`config.mk`:
```
export PLATFORM = sky130hd
export DESIGN_NAME = instr_stream_loader
export DESIGN_NICKNAME = d
export VERILOG_FILES = /design/src/rtl/instr_stream_loader.sv
export SDC_FILE = /design/constraint.sdc
export NUM_CORES = 1
export LEC_CHECK = 0
export BUFFER_PORTS_ARGS = -buffer_cell sky130_fd_sc_hd__buf_2
export CORE_ASPECT_RATIO = 1.2
export CORE_UTILIZATION = 45
export CTS_BUF_LIST = sky130_fd_sc_hd__clkbuf_8
export DETAILED_ROUTE_END_ITERATION = 6
export PLACE_DENSITY_LB_ADDON = 0.08
export SYNTH_ARGS = -nofsm -noshare
export SYNTH_HDL_FRONTEND = slang
export SYNTH_SLANG_ARGS = --single-unit
```
`constraint.sdc`:
```
create_clock -name clk_i -period 2.45 [get_ports clk_i]
set_input_delay 0.3675 -clock clk_i [delete_from_list [all_inputs] [get_ports clk_i]]
set_output_delay 0.3675 -clock clk_i [all_outputs]
set_load 0.03 [all_outputs]
```
`src/rtl/instr_stream_loader.sv`:
```
// Byte-serial instruction download receiver: frames START/count/data/END, packs 4 bytes per word, holds CPU until loaded.
// Optional LOADER_CHECKSUM_EN: XOR checksum byte expected after END_BYTE.
module instr_stream_loader #(
  parameter int          ADDR_W     = 6,
  parameter logic [7:0]  START_BYTE = 8'hFE,
  parameter logic [7:0]  END_BYTE   = 8'hFF
) (
  input  logic              clk_i,
  input  logic              reset,
  input  logic [7:0]        instr_i,
  input  logic              byte_valid_i,
  output logic              imem_we_o,
  output logic [ADDR_W-1:0] imem_addr_o,
  output logic [31:0]       imem_wdata_o,
  output logic [ADDR_W:0]   word_count_o,
  output logic              cpu_hold_o,
  output logic              done_o,
  output logic              err_o
);

  localparam int CNT_W = ADDR_W + 1;

  typedef enum logic [2:0] {
    S_IDLE, S_LEN, S_DATA, S_TAIL, S_CSUM, S_DONE, S_ERR
  } state_t;

  state_t             state, state_next;
  logic [23:0]        asm_q;
  logic [1:0]         lane_q;
  logic [CNT_W-1:0]   n_words_q;
  logic               len_too_big;
  logic               last_word;
`ifdef LOADER_CHECKSUM_EN
  logic [7:0]         csum_q;
`endif

  assign len_too_big = (32'(instr_i) > (32'd1 << ADDR_W));
  assign last_word   = ((word_count_o + CNT_W'(1)) == n_words_q);

  // NOTE: sequential state uses non-blocking assignments so every register samples pre-edge values.
  always_ff @(posedge clk_i or posedge reset) begin
    if (reset) state <= S_IDLE;
    else       state <= state_next;
  end

  // NOTE: state_next gets its default first so no path through the case can infer a latch.
  always_comb begin
    state_next = state;
    if (byte_valid_i) begin
      case (state)
        S_IDLE: if (instr_i == START_BYTE) state_next = S_LEN;
        S_LEN: begin
          if (len_too_big)          state_next = S_ERR;
          else if (instr_i == 8'h0) state_next = S_TAIL;
          else                      state_next = S_DATA;
        end
        S_DATA: if (lane_q == 2'd3 && last_word) state_next = S_TAIL;
        S_TAIL: begin
`ifdef LOADER_CHECKSUM_EN
          state_next = (instr_i == END_BYTE) ? S_CSUM : S_ERR;
`else
          state_next = (instr_i == END_BYTE) ? S_DONE : S_ERR;
`endif
        end
`ifdef LOADER_CHECKSUM_EN
        S_CSUM: state_next = (instr_i == csum_q) ? S_DONE : S_ERR;
`endif
        S_DONE, S_ERR: if (instr_i == START_BYTE) state_next = S_LEN;
        default: state_next = S_IDLE;
      endcase
    end
  end

  // Markers are not decoded in DATA, so FE/FF bytes inside the payload are ordinary data.
  always_ff @(posedge clk_i or posedge reset) begin
    if (reset) begin
      imem_we_o    <= 1'b0;
      imem_addr_o  <= '0;
      imem_wdata_o <= '0;
      word_count_o <= '0;
      asm_q        <= '0;
      lane_q       <= '0;
      n_words_q    <= '0;
`ifdef LOADER_CHECKSUM_EN
      csum_q       <= '0;
`endif
    end else begin
      imem_we_o <= 1'b0;
      if (byte_valid_i) begin
        case (state)
          S_LEN: begin
            word_count_o <= '0;
            lane_q       <= '0;
            n_words_q    <= CNT_W'(instr_i);
`ifdef LOADER_CHECKSUM_EN
            csum_q       <= '0;
`endif
          end
          S_DATA: begin
            lane_q <= lane_q + 2'd1;
            asm_q  <= {asm_q[15:0], instr_i};
`ifdef LOADER_CHECKSUM_EN
            csum_q <= csum_q ^ instr_i;
`endif
            if (lane_q == 2'd3) begin
              imem_we_o    <= 1'b1;
              imem_wdata_o <= {asm_q, instr_i};
              imem_addr_o  <= word_count_o[ADDR_W-1:0];
              word_count_o <= word_count_o + CNT_W'(1);
            end
          end
          default: ;
        endcase
      end
    end
  end

  assign done_o     = (state == S_DONE);
  assign err_o      = (state == S_ERR);
  assign cpu_hold_o = (state != S_DONE);

endmodule

```
==> out/results.ini <==
[detailed_routing]
dr.pass1.iters=4
drc=0
routedWlPerCell_um=15.59
viasPerCell=5.265
routed_wl_mm=6.407
num_vias=2164
drtIter0Drc=90
ant_nets=0

[layout]
layout-drive-gt1-share_pct=46.39
multi_input_area_sq_um=1356
nets=327
final_cell_mix=82 x dfrtp_1, 59 x mux2_2, 59 x buf_2
area_delta_synth_final_pct=16.09
num-fill-cells=693
n_antenna_cell=0
regArea_sq_um=2052
final_common_cell=dfrtp_1

[timing]
fmax_mhz=500.7
hold_viol=0
setup_viol=0
tns_ps=0
worst_pin_slew_ps=428.3
fin_crit_ps=1997
drv_slew=0
grt_setup_unrepaired=false
min_period_over_period_pct=81.53
fin_worst_skew_ps=8.288
fin_ws_ps=452.6
maxSlewHeadroom_pct=71.44

[synthesis]
async_reset_ff_share_pct=100.0
synth.top_cell.area_share_pct=58.11
synth_cell_types=42
postSynthCellCount=256
yosysTopAreaCell=dfrtp_1
postSynthAreaPerCell_sq_um=13.79
synthFlopType=dfrtp_1
synth_warnings=0
yosys_register_bits=82
synth_nets=269
synth_area_leaders=dfrtp_1 58%, mux2_2 19%, mux2_4 4.3%, xnor2_1 1.5%, nand2_1 1.2%
synth-edff-count=0
yosysSeqAreaShare_pct=58.11
synth_area_sq_um=3531

[global_routing]
grtUsageTotal_pct=16.99
grt.overflow.total=0
grt_pass1_vias=2147
grt_max_degree=83
grt.met1_usage_pct=23.41
antenna_found_initial=0
grt_util_met3_pct=3.769
grt_use_met2_pct=25.47
grt-busiest-layer=met2
grt_pass1_wl_mm=10.88

[clock_network]
clk_latency_ps=340
holdBufCountCts=0
numCtsBuffers=9
clkTransAtPathRegs_ps=80
cts_root_buf=clkbuf_8
cts_repair_resize_count=0
cts_max_level=3
post_cts_buffers=0
cts_tree=built
cts_buffer_depth=2
cts_sinks=82

[setup_path]
worst_setup_path_end_kind=flip-flop
cp.required_ps=2730
path_max_fanout=8
critPathLaunchType=flip-flop
criticalPathCategory=reg -> reg
arrival_ps=2280

[power_and_ir_drop]
power.density_nw_per_um2=1315
ir_worst_vdd_v=0.0007998
p_leak_nw=1.981

[floorplanning]
die_x_um=82.86
die_h_um=99.04
die_area_sq_um=8206
start_util_pct=46.34
ios=60
core_sq_um=7620
rows=35

[min_path]
hp-class=in -> async

[placed_design]
post-dp-hpwl_mm=4.228
portBuffers=59
gp_congestion=0.7630
dp_slack_ps=443.4

[outcome]
status=finished clean

[run]
max_cap_viol_count=0

[worst paths after layout]
| path | to | depth (start not counted) | start | slack (ps) |
|---|---|---|---|---|
| max | state[0] | 6 | word_count_o[0] | 450 |
| min | word_count_o[1] | 3 | reset | 120 |
| max reg2reg | state[0] | 6 | word_count_o[0] | 450 |
| min reg2reg | imem_wdata_o[28] | 1 | imem_wdata_o[28] | 500 |
| max in group asynchronous | asm_q[16] | 3 | reset | 1980 |
| min in group clk_i | state[1] | 2 | byte_valid_i | 290 |
[cell usage after synthesis, types with 3 or more instances]
| master | instances |
|---|---|
| dfrtp_1 | 82 |
| mux2_2 | 59 |
| nand2_1 | 11 |
| mux2_4 | 10 |
| o21ai_0 | 7 |
| nand3_1 | 6 |
| nor2_1 | 6 |
| xnor2_1 | 6 |
| buf_2 | 5 |
| a21oi_1 | 4 |
| buf_4 | 4 |
| inv_1 | 4 |
| o21ai_1 | 4 |
| xor2_1 | 4 |
| and2_1 | 3 |
| and3_1 | 3 |
| clkbuf_1 | 3 |
| nor2b_1 | 3 |
| o31ai_1 | 3 |
[sequential cells by signal, summed over array words and instances, names as in the netlist]
register      flops
asm_q            24
n_words_q         7
word_count_o      7
imem_addr_o       6
lane_q            2
state             3
imem_wdata_o     32
imem_we_o         1
[where the power goes]
| group | internal, mW | total, mW | leakage [nW] | switching, mW |
|---|---|---|---|---|
| clock | 0.565 | 1.03 | 0.116 | 0.470 |
| combinational | 0.938 | 2.05 | 0.840 | 1.12 |
| sequential | 1.93 | 2.30 | 1.03 | 0.376 |
[worst max-delay path: stages, from the launching register on]
cell,delay [ps]
dfrtp_1,510
ha_1,340
and3_1,220
nand3_1,150
xnor2_1,170
o41ai_1,350
and3_1,200
[logic make-up (layout without fill, tap and decap cells)]
family          after synthesis  count (layout)  share of synthesized area, %
simple gates                 45              45                         7.159
compound gates               27              27                         4.713
flops                        82              82                         58.11
fa+ha+maj                     2               2                        0.7086
xor+xnor                     10              10                         2.480
mux                          70              70                         23.35
buf+inv                      20              83                         3.472
[per-stage QoR]
stage / total power [mW] / cells / area (sq um) / utilization [%] / hold slack [ps]
2_1_floorplan: 3.888 / 256 / 3535 / - / 469.9
3_3_place_gp: 4.380 / 395 / 3889 / 51.03 / 483.8
3_5_place_dp: 4.411 / 395 / 3889 / 51.03 / 490.9
4_1_cts: 5.466 / 411 / 4099 / 53.79 / 148.4
5_1_grt: 5.731 / 411 / 4099 / 53.79 / 153.0
6_report: 5.390 / 411 / 4099 / 53.79 / 121.3
[final cells by class]
class | count | share of cell area, %
tap | 92 | 2.808
timing repair buffer | 62 | 8.364
multi-input combinational | 154 | 33.09
clock buffer | 9 | 3.022
inverter | 5 | 0.5495
clock inverter | 7 | 2.106
sequential | 82 | 50.06
[per-layer routing]
metal	routed length (um)	up-vias
met2	2950	41
li1	-	1032
met4	122	0
met1	3114	1081
met5	0	-
met3	219	10
No activity file was read; power rests on OpenSTA's default activity.
